**src/rtl/mac_writeback_unit.sv**
```systemverilog
// Iterative shift-add multiply-accumulate feeding the register-file write port.
// Optional macro MAC_EARLY_EXIT_EN: leave MUL once the remaining multiplier bits are zero.
//
// state | meaning
// IDLE  | waiting for start; writeData holds last result
// MUL   | one shift-add iteration per cycle
// WB    | single-cycle register-file write of acc + product
module mac_writeback_unit #(
  parameter int ACC_REG = 17,
  parameter int CNT_W   = 5
) (
  input  logic        clock,
  input  logic        rst,
  input  logic        start,
  input  logic        clear,
  input  logic [31:0] op_a,
  input  logic [31:0] op_b,
  input  logic [31:0] acc_in,
  output logic        busy,
  output logic        done,
  output logic        RegWrite,
  output logic [4:0]  Write_Reg,
  output logic [31:0] writeData
);

  typedef enum logic [1:0] {IDLE, MUL, WB} state_t;

  state_t           state, state_nxt;
  // Only the low half of the product is ever written back, so the upper half is not kept.
  logic [31:0]      a_sh, b_sh, acc, prod, prod_nxt, wdata_q;
  logic [CNT_W-1:0] cnt;
  logic             mul_last;

  always_comb begin
    prod_nxt = b_sh[0] ? (prod + a_sh) : prod;
  end

  always_comb begin
    mul_last = (cnt == {CNT_W{1'b1}});
`ifdef MAC_EARLY_EXIT_EN
    if (b_sh[31:1] == 31'd0) mul_last = 1'b1;
`endif
  end

  always_comb begin
    state_nxt = state;
    case (state)
      IDLE:    if (start) state_nxt = MUL;
      MUL:     if (mul_last) state_nxt = WB;
      WB:      state_nxt = IDLE;
      default: state_nxt = IDLE;
    endcase
  end

  always_comb begin
    busy      = (state != IDLE);
    done      = (state == WB);
    RegWrite  = (state == WB);
    Write_Reg = (state == WB) ? 5'(ACC_REG) : 5'd0;
    writeData = wdata_q;
  end

  always_ff @(posedge clock) begin
    if (!rst) begin
      state   <= IDLE;
      a_sh    <= '0;
      b_sh    <= '0;
      acc     <= '0;
      prod    <= '0;
      cnt     <= '0;
      wdata_q <= '0;
    end else begin
      state <= state_nxt;
      case (state)
        IDLE: begin
          if (start) begin
            a_sh <= op_a;
            b_sh <= op_b;
            acc  <= clear ? 32'd0 : acc_in;
            prod <= '0;
            cnt  <= '0;
          end
        end
        MUL: begin
          prod <= prod_nxt;
          a_sh <= a_sh << 1;
          b_sh <= b_sh >> 1;
          cnt  <= cnt + 1'b1;
          // Result is registered on the way into WB so the outputs stay state-only.
          if (mul_last) wdata_q <= acc + prod_nxt;
        end
        default: ;
      endcase
    end
  end

endmodule

```
**config.mk**
```make
export PLATFORM = sky130hd
export DESIGN_NAME = mac_writeback_unit
export DESIGN_NICKNAME = d
export VERILOG_FILES = /design/src/rtl/mac_writeback_unit.sv
export SDC_FILE = /design/constraint.sdc
export NUM_CORES = 1
export LEC_CHECK = 0
export CELL_PAD_IN_SITES_DETAIL_PLACEMENT = 1
export CELL_PAD_IN_SITES_GLOBAL_PLACEMENT = 2
export CORE_MARGIN = 4
export CORE_UTILIZATION = 30
export CTS_CLUSTER_SIZE = 14
export DETAILED_ROUTE_END_ITERATION = 6
export GPL_TIMING_DRIVEN = 0
export PLACE_DENSITY_LB_ADDON = 0.1
export SLEW_MARGIN = 20
export SYNTH_ARGS = -nofsm -noshare
export SYNTH_HDL_FRONTEND = slang
export SYNTH_SLANG_ARGS = --single-unit
export TNS_END_PERCENT = 10
```
**constraint.sdc**
```tcl
create_clock -name clock -period 4.3 [get_ports clock]
set_input_delay 1.075 -clock clock [delete_from_list [all_inputs] [get_ports clock]]
set_output_delay 1.075 -clock clock [all_outputs]
set_load 0.05 [all_outputs]
```
==> results.json, run 1 <==
{
  "postSynthCellCount": 1250,
  "drv_cap": 0,
  "first_pass_iters": 5,
  "power_density_nw_per_um2": 301,
  "nets": 1621,
  "place_hpwl_mm": 29.4,
  "clkLatencyLatePin_ns": 0.45,
  "antenna_found_initial": 0,
  "grt_overflow_total": 0,
  "ir_drop_v": 0.000295,
  "fin_crit_ns": 4.81,
  "pwr-share-seq_pct": 40.7,
  "yosys_warnings": 0,
  "netlist_area_um2": 10300,
  "r2r_cells": 22,
  "design_area_um2": 13700,
  "dieArea_um2": 37200,
  "grt_first_pass_wirelength_mm": 60.1,
  "p_leak_uw": 0.00541,
  "skew_ns": 0.0175,
  "gr-usage-all-layers_pct": 21.0,
  "num_vias": 9960,
  "critical_path_class": "register to register",
  "timing.rr.start": "prod[0]",
  "drc": 0,
  "postSynthAreaPerCell_um2": 8.21,
  "critPathLaunchType": "register",
  "maxSlewViolCount": 0,
  "drive_above_1_share_pct": 13.3,
  "synth_edf_count": 0,
  "gp_congestion": 0.868,
  "cts_tree": "built",
  "path_clk_slew_ns": 0.07,
  "io_pins": 140,
  "fmax_mhz": 208,
  "period_share_pct": 112,
  "place_area_um2": 12200,
  "hold_depth": 2,
  "wl_per_cell_um": 20.4,
  "viasPerCell": 5.21,
  "finalWorstSetupSlack_ns": -0.507,
  "worst_slew_pin_slew_ns": 0.914,
  "status": "complete, but fails checks",
  "final_common_cell": "nand2_1",
  "area_growth_syn_to_layout_pct": 33.2,
  "core_area_um2": 33600,
  "switchingPower_uw": 1160,
  "start_util_pct": 30.5,
  "row_count": 67,
  "power.share.combinational_pct": 17.6,
  "cts_max_path_buffers": 2,
  "fin_util_pct": 40.7,
  "clkPwrFrac_pct": 41.7,
  "critPathCaptureType": "register",
  "arrival_ns": 5.20,
  "finalSetupViolations": 16,
  "cts-root-buf": "clkbuf_16",
  "drt_iter0_drc": 545,
  "violations": "setup timing",
  "p_int_uw": 2950,
  "synthArstFlopShare_pct": 0,
  "num_antenna_cells": 0,
  "startpoint": "prod[0]",
  "seq_area_frac_synth_pct": 32.6,
  "die_w_um": 193,
  "htree_levels": 4,
  "netSwitchingFraction_pct": 28.2,
  "antenna_left": 0,
  "grt_max_degree": 17,
  "holdCritStartpoint": "acc[2]",
  "numCtsBuffers": 17,
  "worstPathMaxFanout": 3,
  "required_ns": 4.69,
  "wl_mm": 39.0,
  "ys_ff_latch": 167,
  "yosysUniqueCellTypes": 73,
  "finalHoldViolations": 0,
  "ys.flop_type": "dfxtp_1",
  "first_global_vias": 10300,
  "clock_sinks": 167,
  "fp.dieH_um": 193,
  "slew_headroom_pct": 38.8,
  "numPortBuffers": 135,
  "grt_setup_unrepaired": "yes",
  "layout_common_cells": "nand2_1, dfxtp_1, clkdlybuf4s50_1, a21oi_1, nor2_1",
  "hold_path_class": "register to register"
}
-- logic make-up after synthesis --
kind of cell               Yosys count  synth area share [%]
buffers and inverters              103                  4.02
xor gates and xnor gates            50                  4.27
and+or+nand+nor                    433                  20.1
muxes                               25                  2.71
other                                1                0.0366
adders and majority gates           71                  8.81
DFF                                167                  32.6
AOI/OAI and AO/OA                  400                  27.5
-- per-stage QoR --
| stage | hold WS (ns) | cells | setup WS [ns] | setup TNS [ns] | total power, uW |
|---|---|---|---|---|---|
| 6_report | 0.463 | 1910 | -0.507 | -4.22 | 4110 |
| 5_1_grt | 0.492 | 1910 | -0.671 | -7.57 | 4300 |
| 4_1_cts | 0.464 | 1905 | -0.560 | -5.71 | 4140 |
| 3_5_place_dp | 0.454 | 1835 | -0.856 | -8.79 | 2360 |
| 3_3_place_gp | 0.447 | 1835 | -0.845 | -8.76 | 2360 |
| 2_1_floorplan | 0.436 | 1252 | -0.0131 | -0.0234 | 2080 |
-- worst max-delay path, stage by stage, from the launching register on --
cell,delay [ns]
dfxtp_4,0.36
ha_4,0.16
fa_2,0.35
a21o_1,0.18
a21oi_2,0.16
o21bai_2,0.09
a211oi_2,0.29
buf_4,0.19
o31ai_4,0.07
a21o_1,0.21
a21oi_2,0.17
xnor2_2,0.09
mux2_4,0.32
ha_4,0.28
and4_4,0.21
and2_4,0.16
nand2_1,0.05
or3_4,0.37
a211o_1,0.31
a41o_1,0.22
xnor2_1,0.14
or3_1,0.32
nand3_1,0.07
-- cells in the mapped netlist (4+ instances only) --
cell type	instances	area, um2
o21bai_1	6	45.0
a22oi_1	39	293
inv_1	15	56.3
nor2b_1	10	62.6
a22o_1	9	78.8
and3_1	11	68.8
nor3b_1	5	37.5
a211o_1	4	35.0
ha_1	69	863
nor2_1	85	319
and2_1	31	194
nand3_1	45	225
or3_1	5	31.3
o211ai_1	4	30.0
a211oi_1	7	52.6
a31oi_1	11	68.8
o31ai_1	5	37.5
o21ai_0	40	200
nand4_1	9	56.3
xor2_1	16	140
mux2_2	22	248
nand3b_1	32	240
nand2b_1	7	43.8
a21boi_0	62	465
dfxtp_1	167	3340
o211a_1	5	50.1
buf_1	12	45.0
nor3_1	5	25.0
buf_4	6	45.0
xnor2_1	34	298
o221ai_1	24	210
a21o_1	35	263
o21ai_1	9	45.0
nand2_1	177	664
o21a_1	7	52.6
clkbuf_1	65	244
a21oi_1	96	480
-- power groups by stage --
stage | clock network, uW | logic [uW] | registers, uW
after floorplan | 0 | 394 | 1680
after global placement | 0 | 656 | 1700
after detailed placement | 0 | 659 | 1700
after CTS | 1750 | 712 | 1670
after global routing | 1820 | 796 | 1680
final | 1710 | 725 | 1670
-- sequential cells by signal, summed over array words and instances, names as in the netlist --
name       cells
cnt            5
b_sh          32
state          2
prod          32
writeData     32
a_sh          32
acc           32
-- worst paths after layout --
path              endpoint  slack [ns]
max          writeData[31]       -0.51
max reg2reg  writeData[31]       -0.51
min                 acc[2]        0.46
min reg2reg         acc[2]        0.46
-- timing repair --
item | in CTS | in global routing
setup endpoints to repair | 19 | 20
pin swaps | 42 | 22
setup buffers | 39 | 6
hold buffers | 0 | 0
resized for setup | 71 | 29
-- per-layer routing --
layer / GRT usage [%] / share of wire [%] / vias up
li1: - / - / 4928
met1: 30.6 / 51 / 4870
met2: 32.9 / 45 / 140
met3: 3.15 / 3.1 / 22
met4: 4.36 / 0.98 / 0
met5: 0 / 0 / -
-- final cells by class --
cell class                      count  area, um2
Clock inverter                     12        200
Sequential cell                   167       3360
Tap cell                          448        561
Timing Repair Buffer              179       1720
Fill cell                        3976      20000
Clock buffer                       19        433
Multi-Input combinational cell    982       6970
Buffer                             86        360
Inverter                           17       63.8
Note: power is estimated with default switching activity, not from simulation.
==> run 2: changes to the inputs <==
--- a/config.mk
+++ b/config.mk
@@ -7,8 +7,8 @@
 export LEC_CHECK = 0
 export CELL_PAD_IN_SITES_DETAIL_PLACEMENT = 1
 export CELL_PAD_IN_SITES_GLOBAL_PLACEMENT = 2
-export CORE_MARGIN = 4
-export CORE_UTILIZATION = 30
+export CORE_UTILIZATION = 31
+export CTS_BUF_LIST = sky130_fd_sc_hd__clkbuf_4 sky130_fd_sc_hd__clkbuf_8
 export CTS_CLUSTER_SIZE = 14
 export DETAILED_ROUTE_END_ITERATION = 6
 export GPL_TIMING_DRIVEN = 0
==> run 2 against run 1 <==
Highest routed layer unchanged. The run still ends with setup timing left. Non-clock buffer count grew 10. Clock power is 27% lower. Clock-buffer cell count increased by 1. Largest power group is now registers. Maximum frequency is 1.1% higher. Global-route usage increased by 2.1 points. Design area shrank 1.1%.
==> results.json, run 2 (synthesis results as in run 1) <==
{
  "row_count": 66,
  "fin_crit_ns": 4.75,
  "gr-usage-all-layers_pct": 23.0,
  "power_density_nw_per_um2": 270,
  "finalHoldViolations": 0,
  "fmax_mhz": 210,
  "fp.dieH_um": 184,
  "cts-root-buf": "clkbuf_8",
  "clkLatencyLatePin_ns": 0.50,
  "slew_headroom_pct": 38.1,
  "wl_mm": 37.8,
  "period_share_pct": 111,
  "drive_above_1_share_pct": 13.8,
  "grt_setup_unrepaired": "yes",
  "cp_top_family": "compound AO/OA/AOI/OAI gates",
  "io_pins": 140,
  "violations": "setup timing",
  "clock_sinks": 167,
  "path_clk_slew_ns": 0.10,
  "cts_tree": "built",
  "first_pass_iters": 5,
  "drt_iter0_drc": 564,
  "worst_slew_pin_slew_ns": 0.925,
  "htree_levels": 4,
  "hold_path_class": "register to register",
  "drv_cap": 0,
  "final_common_cell": "nand2_1",
  "dp.cells": 1829,
  "required_ns": 4.75,
  "place_area_um2": 12200,
  "place_hpwl_mm": 28.6,
  "finalWorstSetupSlack_ns": -0.453,
  "finalSetupViolations": 15,
  "maxSlewViolCount": 0,
  "dieArea_um2": 33800,
  "antenna_left": 0,
  "die_w_um": 184,
  "critical_path_class": "register to register",
  "path_cells": "ha_4, fa_2, a21o_1, a21oi_2, o21bai_2, a211oi_2, buf_4, o31ai_4, a21o_1, a21oi_2, xnor2_2, mux2_4, ha_4, and4_4, and2_4, nand2_1, or3_4, a211o_1, a41o_1, xnor2_1, or3_1, nand3_1",
  "layout_common_cells": "nand2_1, dfxtp_1, clkdlybuf4s50_1, a21oi_1, nor2_1",
  "viasPerCell": 5.21,
  "num_antenna_cells": 0,
  "numPortBuffers": 135,
  "critPathLaunchType": "register",
  "finalPower_uw": 3640,
  "critPathCaptureType": "register",
  "grt_first_pass_wirelength_mm": 59.2,
  "final_cells": 1915,
  "antenna_found_initial": 1,
  "ir_drop_v": 0.000192,
  "crit_buf_inv": 1,
  "cts_max_path_buffers": 2,
  "hold_buffers": 0,
  "fin_util_pct": 41.5,
  "start_util_pct": 31.5,
  "cpPeakStageDelay_ns": 0.37,
  "status": "complete, but fails checks",
  "core_area_um2": 32500,
  "arrival_ns": 5.20,
  "slowest_stage": "dfxtp_4",
  "grt_overflow_total": 0,
  "design_area_um2": 13500,
  "p_leak_uw": 0.00537,
  "wl_per_cell_um": 19.7,
  "grt_max_degree": 17,
  "num_vias": 9975,
  "nets": 1631,
  "skew_ns": 0.0199,
  "area_growth_syn_to_layout_pct": 31.8,
  "first_global_vias": 10200,
  "worstPathMaxFanout": 4,
  "drc": 0,
  "numCtsBuffers": 17,
  "gp_congestion": 0.873
}
-- run 2: cell types whose count changed in the layout (fill, tap and decap cells not counted), moves of 3 or more --
cell       before  now
clkbuf_16      17    0
a21oi_2        12    8
a21oi_1        83   87
buf_6          10   17
clkbuf_8        0   18
buf_4          41   44
-- run 2: worst paths after layout --
path / depth (start not counted) / slack, ns / from / endpoint
worst min-delay path: 2 / 0.46 / acc[25] / acc[25]
worst max-delay path: 22 / -0.45 / prod[0] / writeData[31]
worst min register to register: 2 / 0.46 / acc[25] / acc[25]
worst max register to register: 22 / -0.45 / prod[0] / writeData[31]
-- run 2: through the flow --
step           worst slack, ns  TNS, ns  hold slack, ns
6_report                -0.453    -3.11           0.463
2_1_floorplan          -0.0131  -0.0234           0.436
3_3_place_gp            -0.840    -8.42           0.444
5_1_grt                 -0.602    -6.28           0.485
3_5_place_dp            -0.875    -8.80           0.452
4_1_cts                 -0.449    -4.16           0.465
-- run 2: routing by layer --
metal / wire length [um] / up-vias / share of wire (%) / track usage (%)
met5: 0 / - / 0 / 0
met4: 454 / 0 / 1.2 / 4.67
met3: 1080 / 27 / 2.9 / 3.25
met2: 17000 / 139 / 45 / 37.4
met1: 19200 / 4864 / 51 / 32.3
li1: - / 4945 / - / -
-- run 2: worst reg2reg max path, stage by stage, from the launching register on --
cell and delay, ns:
dfxtp_4 0.37, ha_4 0.16, fa_2 0.35, a21o_1 0.18
a21oi_2 0.16, o21bai_2 0.10, a211oi_2 0.18, buf_4 0.18
o31ai_4 0.08, a21o_1 0.21, a21oi_2 0.18, xnor2_2 0.10
mux2_4 0.33, ha_4 0.29, and4_4 0.20, and2_4 0.15
nand2_1 0.05, or3_4 0.36, a211o_1 0.30, a41o_1 0.25
xnor2_1 0.14, or3_1 0.32, nand3_1 0.08
-- run 2: layout make-up --
cell class	instances	area [um2]
fill	3933	19000
multi-input combinational	982	6950
timing repair buffer	189	1820
clock inverter	12	150
sequential	167	3360
clock buffer	20	263
buffer	86	354
inverter	17	63.8
tap	442	553
-- run 2: power by group --
part           internal [uW]  leakage (uW)  total, uW  switching (uW)
Clock                    600      0.000206       1240             640
Combinational            316       0.00380        732             416
Sequential              1610       0.00137       1670            58.4
-- run 2: what timing repair did --
action	CTS	global route
resized for setup	83	20
endpoints found under the setup margin	19	22
pin swaps	41	19
hold endpoints to repair	0	0
buffers inserted	54	0
